## config.mk

```make
export PLATFORM = sky130hd
export DESIGN_NAME = ibex_branch_predict_bht_flat
export DESIGN_NICKNAME = d
export VERILOG_FILES = /design/src/rtl/ibex_branch_predict_bht_if.sv /design/src/rtl/ibex_branch_predict_bht.sv /design/src/flat_wrapper.sv
export SDC_FILE = /design/constraint.sdc
export NUM_CORES = 1
export LEC_CHECK = 0
export BUFFER_PORTS_ARGS = -buffer_cell sky130_fd_sc_hd__buf_4
export CELL_PAD_IN_SITES_DETAIL_PLACEMENT = 1
export CELL_PAD_IN_SITES_GLOBAL_PLACEMENT = 1
export CORE_MARGIN = 5
export CORE_UTILIZATION = 46
export CTS_BUF_LIST = sky130_fd_sc_hd__clkbuf_16
export CTS_CLUSTER_DIAMETER = 50
export DETAILED_ROUTE_END_ITERATION = 8
export PLACE_DENSITY_LB_ADDON = 0.1
export SYNTH_ARGS = -nofsm -noshare
export SYNTH_HDL_FRONTEND = slang
export SYNTH_SLANG_ARGS = --single-unit
export TNS_END_PERCENT = 20
```

## constraint.sdc

```tcl
create_clock -name clk_i -period 5.7 [get_ports clk_i]
set_input_delay 0.855 -clock clk_i [delete_from_list [all_inputs] [get_ports clk_i]]
set_output_delay 0.855 -clock clk_i [all_outputs]
set_load 0.01 [all_outputs]
```

## src/rtl/ibex_branch_predict_bht_if.sv

```systemverilog
// Fetch/update/prediction signal bundle for ibex_branch_predict_bht.
// The IF stage side uses the master modport; the predictor uses slave.
interface ibex_branch_predict_bht_if;
    logic [31:0] fetch_rdata_i;
    logic [31:0] fetch_pc_i;
    logic        fetch_valid_i;
    logic        update_valid_i;
    logic [31:0] update_pc_i;
    logic        update_taken_i;
    logic        predict_branch_taken_o;
    logic [31:0] predict_branch_pc_o;
    logic        busy_o;

    modport master (
        output fetch_rdata_i, fetch_pc_i, fetch_valid_i,
        output update_valid_i, update_pc_i, update_taken_i,
        input  predict_branch_taken_o, predict_branch_pc_o, busy_o
    );

    modport slave (
        input  fetch_rdata_i, fetch_pc_i, fetch_valid_i,
        input  update_valid_i, update_pc_i, update_taken_i,
        output predict_branch_taken_o, predict_branch_pc_o, busy_o
    );
endinterface

```

## src/rtl/ibex_branch_predict_bht.sv

```systemverilog
// Dynamic branch predictor: RV32IC branch/jump decode plus a PC-indexed table of
// saturating counters. Optional same-cycle update forwarding via IBEX_BP_BYPASS_EN.
module ibex_branch_predict_bht #(
    parameter int unsigned BHT_ENTRIES = 64,
    parameter int unsigned CNT_W       = 2,
    parameter int unsigned CNT_INIT    = 1
) (
    input  logic               clk_i,
    input  logic               rst_i,
    ibex_branch_predict_bht_if.slave bus
);
    localparam int unsigned      IDX_W      = $clog2(BHT_ENTRIES);
    localparam logic [CNT_W-1:0] CNT_INIT_V = CNT_W'(CNT_INIT);

    typedef enum logic {INIT, RUN} state_e;

    state_e           state_q, state_d;
    logic [IDX_W-1:0] sweep_idx_q;
    logic [CNT_W-1:0] cnt_q [BHT_ENTRIES];

    logic [31:0] instr;
    logic [31:0] imm_b, imm_j, imm_cj, imm_cb;
    logic [31:0] offset;
    logic        is_branch, is_jump;

    assign instr  = bus.fetch_rdata_i;
    assign imm_b  = {{19{instr[31]}}, instr[31], instr[7], instr[30:25], instr[11:8], 1'b0};
    assign imm_j  = {{11{instr[31]}}, instr[31], instr[19:12], instr[20], instr[30:21], 1'b0};
    assign imm_cj = {{20{instr[12]}}, instr[12], instr[8], instr[10:9], instr[6], instr[7],
                     instr[2], instr[11], instr[5:3], 1'b0};
    assign imm_cb = {{23{instr[12]}}, instr[12], instr[6:5], instr[2], instr[11:10],
                     instr[4:3], 1'b0};

    // JALR and C.JR/C.JALR fall through as non-predicted.
    always_comb begin
        is_branch = 1'b0;
        is_jump   = 1'b0;
        offset    = '0;
        if (instr[1:0] == 2'b11) begin
            if (instr[6:0] == 7'h63) begin
                is_branch = 1'b1;
                offset    = imm_b;
            end else if (instr[6:0] == 7'h6f) begin
                is_jump = 1'b1;
                offset  = imm_j;
            end
        end else if (instr[1:0] == 2'b01) begin
            case (instr[15:13])
                3'b001, 3'b101: begin
                    is_jump = 1'b1;
                    offset  = imm_cj;
                end
                3'b110, 3'b111: begin
                    is_branch = 1'b1;
                    offset    = imm_cb;
                end
                default: ;
            endcase
        end
    end

    assign bus.predict_branch_pc_o = bus.fetch_pc_i + offset;

    logic [IDX_W-1:0] lk_idx, upd_idx;
    logic [CNT_W-1:0] upd_cur, upd_next;
    logic             upd_en, lk_msb;
    logic             unused_upd_pc;

    assign lk_idx        = bus.fetch_pc_i[IDX_W:1];
    assign upd_idx       = bus.update_pc_i[IDX_W:1];
    assign unused_upd_pc = ^{bus.update_pc_i[31:IDX_W+1], bus.update_pc_i[0]};
    assign upd_en        = (state_q == RUN) && bus.update_valid_i;
    assign upd_cur       = cnt_q[upd_idx];

    always_comb begin
        upd_next = upd_cur;
        if (bus.update_taken_i) begin
            if (upd_cur != '1) upd_next = upd_cur + CNT_W'(1);
        end else begin
            if (upd_cur != '0) upd_next = upd_cur - CNT_W'(1);
        end
    end

`ifdef IBEX_BP_BYPASS_EN
    assign lk_msb = (upd_en && (upd_idx == lk_idx)) ? upd_next[CNT_W-1] : cnt_q[lk_idx][CNT_W-1];
`else
    assign lk_msb = cnt_q[lk_idx][CNT_W-1];
`endif

    // While the table is being initialised, fall back to backward-taken.
    assign bus.predict_branch_taken_o = bus.fetch_valid_i &
        (is_jump | (is_branch & ((state_q == RUN) ? lk_msb : offset[31])));

    assign bus.busy_o = (state_q == INIT);

    always_comb begin
        state_d = state_q;
        case (state_q)
            INIT: if (sweep_idx_q == IDX_W'(BHT_ENTRIES - 1)) state_d = RUN;
            RUN:  state_d = RUN;
        endcase
    end

    always_ff @(posedge clk_i) begin
        if (rst_i) begin
            state_q     <= INIT;
            sweep_idx_q <= '0;
        end else begin
            state_q <= state_d;
            if (state_q == INIT) sweep_idx_q <= sweep_idx_q + IDX_W'(1);
        end
    end

    always_ff @(posedge clk_i) begin
        if (!rst_i) begin
            if (state_q == INIT) begin
                cnt_q[sweep_idx_q] <= CNT_INIT_V;
            end else if (upd_en) begin
                cnt_q[upd_idx] <= upd_next;
            end
        end
    end
endmodule

```

## src/flat_wrapper.sv

```systemverilog
// flat-port wrapper written by rule: the top's interface ports become plain ports
module ibex_branch_predict_bht_flat 
#(
    parameter int unsigned BHT_ENTRIES = 64,
    parameter int unsigned CNT_W       = 2,
    parameter int unsigned CNT_INIT    = 1
)
  (clk_i, rst_i, bus_fetch_rdata_i, bus_fetch_pc_i, bus_fetch_valid_i, bus_update_valid_i, bus_update_pc_i, bus_update_taken_i, bus_predict_branch_taken_o, bus_predict_branch_pc_o, bus_busy_o);
  ibex_branch_predict_bht_if bus_i ();
  input  logic clk_i;
  input  logic rst_i;
  input wire logic [$bits(bus_i.fetch_rdata_i)-1:0] bus_fetch_rdata_i;
  input wire logic [$bits(bus_i.fetch_pc_i)-1:0] bus_fetch_pc_i;
  input wire logic [$bits(bus_i.fetch_valid_i)-1:0] bus_fetch_valid_i;
  input wire logic [$bits(bus_i.update_valid_i)-1:0] bus_update_valid_i;
  input wire logic [$bits(bus_i.update_pc_i)-1:0] bus_update_pc_i;
  input wire logic [$bits(bus_i.update_taken_i)-1:0] bus_update_taken_i;
  output wire logic [$bits(bus_i.predict_branch_taken_o)-1:0] bus_predict_branch_taken_o;
  output wire logic [$bits(bus_i.predict_branch_pc_o)-1:0] bus_predict_branch_pc_o;
  output wire logic [$bits(bus_i.busy_o)-1:0] bus_busy_o;
  assign bus_i.fetch_rdata_i = bus_fetch_rdata_i;
  assign bus_i.fetch_pc_i = bus_fetch_pc_i;
  assign bus_i.fetch_valid_i = bus_fetch_valid_i;
  assign bus_i.update_valid_i = bus_update_valid_i;
  assign bus_i.update_pc_i = bus_update_pc_i;
  assign bus_i.update_taken_i = bus_update_taken_i;
  assign bus_predict_branch_taken_o = bus_i.predict_branch_taken_o;
  assign bus_predict_branch_pc_o = bus_i.predict_branch_pc_o;
  assign bus_busy_o = bus_i.busy_o;
  ibex_branch_predict_bht #(.BHT_ENTRIES(BHT_ENTRIES), .CNT_W(CNT_W), .CNT_INIT(CNT_INIT)) u_core (.clk_i(clk_i), .rst_i(rst_i), .bus(bus_i));
endmodule
```

==> results.sh, run 1 <==
export IMPL_synth_top_cells_by_area="edfxtp_1 (46%), mux4_2 (12%), ha_1 (4.6%)"
export IMPL_htree_levels=4
export IMPL_fmax_ghz=0.183
export IMPL_synth_distinct_cells=67
export IMPL_synthArstFlopShare=0
export IMPL_min_path_type="flip-flop to flip-flop"
export IMPL_drv_slew=0
export IMPL_coreArea_um2=18000
export IMPL_drc_errors=0
export IMPL_grt_pass1_wl_um=39200
export IMPL_cts_sinks=135
export IMPL_syn_instance_count=711
export IMPL_yosys_top_cells_count="edfxtp_1 (128), nor2_1 (97), nand2_1 (53)"
export IMPL_drv_cap=0
export IMPL_worst_slew_pin_slew_ns=0.911
export IMPL_dpl_cell_area_um2=9420
export IMPL_rsz0062_at_grt="no"
export IMPL_maxSlewHeadroom=0.391
export IMPL_die_x_um=145
export IMPL_clkPwrFrac=0.415
export IMPL_multi_input_area_um2=4220
export IMPL_hold_viol=0
export IMPL_die_area_um2=21100
export IMPL_pin_count=135
export IMPL_layout_nets=942
export IMPL_portBuffers=106
export IMPL_avgSynthCellArea_um2=11.8
export IMPL_firstDrtPassIters=7
export IMPL_grt_ovfl_total=0
export IMPL_design_area_um2=10000
export IMPL_antenna_found_initial=0
export IMPL_arrival_ns=4.61
export IMPL_syn_to_final_growth_pct=18.9
export IMPL_clk_pin_slew_ns=0.06
export IMPL_seq_area_um2=3980
export IMPL_die_y_um=145
export IMPL_crit_path_end_kind="output port"
export IMPL_p_leak_nw=3.96
export IMPL_cts_buffers=17
export IMPL_cts_tree="done"
export IMPL_netlist_area_leader_share=0.456
export IMPL_dpl_hpwl_um=18100
export IMPL_first_global_vias=6944
export IMPL_ir_drop_v=0.000207
export IMPL_worstPathMaxFanout=4
export IMPL_ant_nets=0
export IMPL_fin_crit_sh=0.959
export IMPL_p_sw_w=0.000660
export IMPL_pwr_share_comb=0.175
export IMPL_drtIter0Drc=431
export IMPL_syn_nets=844
export IMPL_yosysWarnings=0
export IMPL_run_status="finished clean"
export IMPL_synth_edf_count=128
export IMPL_setup_viol=0
export IMPL_whs_ns=0.530
export IMPL_finalSetupTns_ns=0
export IMPL_cts_root_buf="clkbuf_16"
export IMPL_avgViaCountPerCell=6.14
export IMPL_period_needed_ns=5.46
export IMPL_p_per_area_nw_per_um2=262
export IMPL_worstPathCellList="buf_4, and4b_1, or2_2, a31o_2, a22o_1, ha_1, fa_1, a211oi_1, o21ai_0, a21oi_1, o21ai_0, o21ai_0, mux2i_1, a2111oi_1, buf_4"
export IMPL_p_seq_frac=0.411
export IMPL_critPathMaxStageDelay_ns=0.43
export IMPL_nFillCells=1874
export IMPL_yosysMostFrequentCell="edfxtp_1"
export IMPL_critical_path_most_common_cell="o21ai_0"
export IMPL_cts_hold_buf=0
export IMPL_antennaDiodeCount=0
export IMPL_clk_path_buf_depth=2
export IMPL_yosysTopAreaCell="edfxtp_1"
export IMPL_start_kind="input port"
export IMPL_routed_wl_um=24800
export IMPL_synth_seq_cells=135
export IMPL_slowest_stage="fa_1"
export IMPL_clkLatencyLatePin_ns=0.41
export IMPL_post_route_util=0.555
export IMPL_grt_usage=0.235
export IMPL_cp_required_ns=4.85
export IMPL_initial_core_util=0.467
export IMPL_crit_type="input port to output port"
export IMPL_synth_area_um2=8420
export IMPL_grt_max_degree=65
export IMPL_drive_above_1_share=0.248
export IMPL_place_gp_congestion=0.928
export IMPL_ys_flop_type="edfxtp_1"
export IMPL_vias=6449
export IMPL_intPower_w=0.00196
export IMPL_synth_yosys_seq_area_share=0.473
export IMPL_placementRows=49
export IMPL_wl_per_cell_um=23.6
export IMPL_p_sw_frac=0.252
export IMPL_finClkSkew_ns=0.00492
==> sequential cells by signal, indices dropped and copies added, names as in the netlist <==
| register | count |
|---|---|
| u_core.cnt_q | 128 |
| u_core.sweep_idx_q | 6 |
| u_core.state_q | 1 |
==> layout by cell type, fill, tap and decap left out, drive strengths merged, types with 3 or more instances in the layout <==
cell type	count
edfxtp	128
buf	116
nor2	97
mux4	55
nand2	53
a21oi	40
o21ai	38
ha	31
nand3	19
clkbuf	17
inv	17
xor2	16
a21o	15
xnor2	15
a22oi	12
a31oi	11
clkinv	9
nand2b	7
and3	7
o21bai	7
nor3	7
or3	7
dfxtp	7
a211oi	6
nand4	6
nor2b	6
and2	5
mux2i	5
o21a	4
a221o	4
or2	3
o22a	3
a22o	3
o211ai	3
clkinvlp	3
bufinv	3
mux2	3
==> per-layer routing <==
metal | GRT usage | wire length, um | up-vias
met3 | 0.0490 | 1500 | 39
met2 | 0.390 | 12100 | 229
li1 | - | - | 2961
met4 | 0.0728 | 510 | 0
met1 | 0.311 | 10700 | 3220
met5 | 0 | 0 | -
==> through the flow <==
| stage | std cells | power (W) | setup slack [ns] |
|---|---|---|---|
| floorplan | 711 | 0.00137 | 0.553 |
| global placement | 1019 | 0.00154 | 0.256 |
| detailed placement | 1019 | 0.00156 | 0.207 |
| finish | 1051 | 0.00262 | 0.236 |
| CTS | 1051 | 0.00264 | 0.200 |
| global route | 1051 | 0.00273 | 0.0418 |
==> power groups by stage <==
stage	clock network, W	registers, W	logic (W)
2_1_floorplan	0	0.00110	0.000270
5_1_grt	0.00115	0.00108	0.000497
6_report	0.00109	0.00108	0.000458
3_5_place_dp	0	0.00110	0.000458
4_1_cts	0.00110	0.00108	0.000460
3_3_place_gp	0	0.00110	0.000445
==> what timing repair did <==
action | CTS | global route
setup buffers | 0 | 0
setup endpoints to repair | 0 | 2
gates resized for setup | 0 | 2
==> final timing paths <==
check                                     start                            endpoint  slack [ns]  cells after the start
min          u_core.sweep_idx_q[5]$_SDFFE_PP0N_  u_core.sweep_idx_q[5]$_SDFFE_PP0N_        0.53                      2
max reg2reg       u_core.cnt_q[14][1]$_DFFE_PP_       u_core.cnt_q[41][1]$_DFFE_PP_        2.49                      8
max                       bus_fetch_rdata_i[14]         bus_predict_branch_pc_o[23]        0.24                     15
min reg2reg  u_core.sweep_idx_q[5]$_SDFFE_PP0N_  u_core.sweep_idx_q[5]$_SDFFE_PP0N_        0.53                      2
==> cells by family (layout without fill, tap and decap cells) <==
logic type	count (synthesis)	in the layout	share of synthesized area
xor+xnor	31	31	0.0322
mux	63	63	0.162
flops	135	135	0.473
fa+ha+maj	33	33	0.0498
compound gates	167	167	0.130
buf+inv	54	165	0.0294
simple gates	228	228	0.123
==> final cells by class <==
cell class	instances	area share
Multi-Input combinational cell	522	0.421
Sequential cell	135	0.398
Timing Repair Buffer	116	0.0870
Clock buffer	17	0.0425
Tap cell	229	0.0286
Clock inverter	15	0.0161
Inverter	17	0.00638
==> critical path: cells and delay by family <==
family | cells | cell delay, ns
AO/OA/AOI/OAI | 8 | 2.06
adder cells (fa/ha/maj) | 2 | 0.66
AND/OR/NAND/NOR | 2 | 0.59
buffers and inverters | 2 | 0.33
multiplexers | 1 | 0.12
Note: power is estimated with default switching activity, not from simulation.
==> inputs of run 2 (changes only) <==
Settings changed: CORE_UTILIZATION 46 to 42.
Clock period 5.7 ns to 4.7 ns, I/O delays scaled along.
==> results.sh, run 2 (synthesized netlist as in run 1, its figures left out) <==
export IMPL_run_status="finished clean"
export IMPL_cp_required_ns=3.99
export IMPL_fmax_ghz=0.220
export IMPL_clkLatencyLatePin_ns=0.42
export IMPL_drc_errors=0
export IMPL_hold_viol=0
export IMPL_first_global_vias=7078
export IMPL_crit_type="input port to output port"
export IMPL_finClkSkew_ns=0.0114
export IMPL_slowest_stage="a311o_1"
export IMPL_p_per_area_nw_per_um2=306
export IMPL_critical_path_most_common_cell="buf_6"
export IMPL_portBuffers=106
export IMPL_top_regs="u_core.cnt_q (128), u_core.sweep_idx_q (6), u_core.state_q (1)"
export IMPL_final_common_cell="buf_4"
export IMPL_worstPathCellList="buf_6, and4b_1, or2_4, buf_6, a222oi_1, inv_1, buf_6, ha_4, a211oi_4, o21bai_2, a31oi_4, a21oi_2, a311o_1, a31oi_1, xnor2_1, buf_4"
export IMPL_reg2reg_from="u_core.cnt_q[13][1]$_DFFE_PP_"
export IMPL_critPathMaxStageDelay_ns=0.35
export IMPL_clk_path_buf_depth=2
export IMPL_p_leak_nw=4.27
export IMPL_dpl_hpwl_um=19300
export IMPL_placementRows=51
export IMPL_worstPathMaxFanout=5
export IMPL_cts_hold_buf=0
export IMPL_layout_nets=999
export IMPL_fin_crit_sh=0.969
export IMPL_drive_above_1_share=0.341
export IMPL_total_power_w=0.00328
export IMPL_avgViaCountPerCell=5.89
export IMPL_startpoint="bus_fetch_rdata_i[0]"
export IMPL_pin_count=135
export IMPL_ff2ff_setup_slack_ns=1.53
export IMPL_setup_viol=0
export IMPL_cts_buffers=17
export IMPL_worst_slew_pin_slew_ns=0.998
export IMPL_crit_cells=16
export IMPL_die_y_um=152
export IMPL_vias=6737
export IMPL_reg2reg_depth=8
export IMPL_timing_critical_path_buf_inv=5
export IMPL_firstDrtPassIters=5
export IMPL_routed_wl_um=26300
export IMPL_period_needed_ns=4.55
export IMPL_top_register="u_core.cnt_q"
export IMPL_min_path_type="flip-flop to flip-flop"
export IMPL_coreArea_um2=19600
export IMPL_initial_core_util=0.430
export IMPL_ant_nets=0
export IMPL_rsz0062_at_grt="yes"
export IMPL_largest_register_ffs=128
export IMPL_clk_pin_slew_ns=0.06
export IMPL_crit_path_end_kind="output port"
export IMPL_grt_max_degree=45
export IMPL_antennaDiodeCount=0
export IMPL_cts_root_buf="clkbuf_16"
export IMPL_htree_levels=4
export IMPL_place_gp_congestion=0.892
export IMPL_maxSlewHeadroom=0.332
export IMPL_grt_usage=0.229
export IMPL_endpoint="bus_predict_branch_pc_o[24]"
export IMPL_whs_ns=0.541
export IMPL_die_x_um=152
export IMPL_path_delay_family="compound AO/OA/AOI/OAI gates"
export IMPL_drv_cap=0
export IMPL_ir_drop_v=0.000239
export IMPL_wl_per_cell_um=23.0
export IMPL_arrival_ns=3.85
export IMPL_cts_tree="done"
export IMPL_start_kind="input port"
export IMPL_grt_pass1_wl_um=39700
export IMPL_cts_sinks=135
export IMPL_drtIter0Drc=403
export IMPL_grt_ovfl_total=0
export IMPL_antenna_found_initial=1
export IMPL_die_area_um2=23000
export IMPL_r2r_end="u_core.cnt_q[32][1]$_DFFE_PP_"
export IMPL_drv_slew=0
export IMPL_syn_to_final_growth_pct=27.6
export IMPL_post_route_util=0.549
export IMPL_layout_cells_most_common_list="buf_4 (163), edfxtp_1 (128), nor2_1 (97), nand2_1 (53), mux4_2 (45)"
==> run 2: changes by cell type in the layout (fill, tap and decap cells not counted), sizes merged <==
cell and delta:
bufinv -1, clkinv -7, clkinvlp +1, buf +57
inv +7
==> run 2: where the power goes <==
group          total, W  internal (W)  switching (W)  leakage (nW)
logic          0.000638      0.000307       0.000331          2.57
registers       0.00131       0.00130     0.00000551          1.42
clock network   0.00134      0.000792       0.000547         0.279
==> run 2: worst min path at each step <==
stage,cells past startpoint,from,slack (ns),endpoint
5_1_grt,2,rst_i,0.55,u_core.sweep_idx_q[5]$_SDFFE_PP0N_
4_1_cts,2,rst_i,0.54,u_core.sweep_idx_q[5]$_SDFFE_PP0N_
3_5_place_dp,2,u_core.sweep_idx_q[5]$_SDFFE_PP0N_,0.54,u_core.sweep_idx_q[5]$_SDFFE_PP0N_
6_report,2,u_core.sweep_idx_q[5]$_SDFFE_PP0N_,0.54,u_core.sweep_idx_q[5]$_SDFFE_PP0N_
2_1_floorplan,2,u_core.sweep_idx_q[5]$_SDFFE_PP0N_,0.48,u_core.sweep_idx_q[5]$_SDFFE_PP0N_
3_3_place_gp,2,u_core.sweep_idx_q[5]$_SDFFE_PP0N_,0.52,u_core.sweep_idx_q[5]$_SDFFE_PP0N_
==> run 2: area by class of cell <==
cell class                      instances  area [um2]
Fill cell                            2063        8840
Multi-Input combinational cell        522        4440
Sequential cell                       135        3980
Timing Repair Buffer                  173        1340
Clock buffer                           17         425
Tap cell                              265         332
Clock inverter                         15         164
Inverter                               17        63.8
==> run 2: timing repair <==
action / 4_1_cts / 5_1_grt
setup endpoints to repair: 18 / 15
gates resized for setup: 28 / 37
pin swaps: 17 / 34
setup buffers: 4 / 4
==> run 2: routing by layer <==
layer  track usage  vias to the layer above  part of all wire
met5             0                        -           0.00049
met4        0.0746                        2             0.021
met3        0.0402                       36             0.064
met2         0.401                      244              0.50
met1         0.287                     3372              0.41
li1              -                     3083                 -
==> run 2: through the flow <==
step | TNS (ns) | std cells | setup slack, ns | instance area, um2
4_1_cts | 0 | 1141 | 0.000431 | 10600
5_1_grt | -0.0851 | 1144 | -0.0337 | 10700
2_1_floorplan | -0.147 | 711 | -0.147 | 8430
3_5_place_dp | -3.52 | 1105 | -0.439 | 9840
6_report | 0 | 1144 | 0.146 | 10700
3_3_place_gp | -2.55 | 1105 | -0.449 | 9840
==> run 2: tightest hold or removal path: stages (launching register included) <==
cell     delay (ns)
dfxtp_1        0.35
o21ai_0        0.09
a21oi_1        0.06
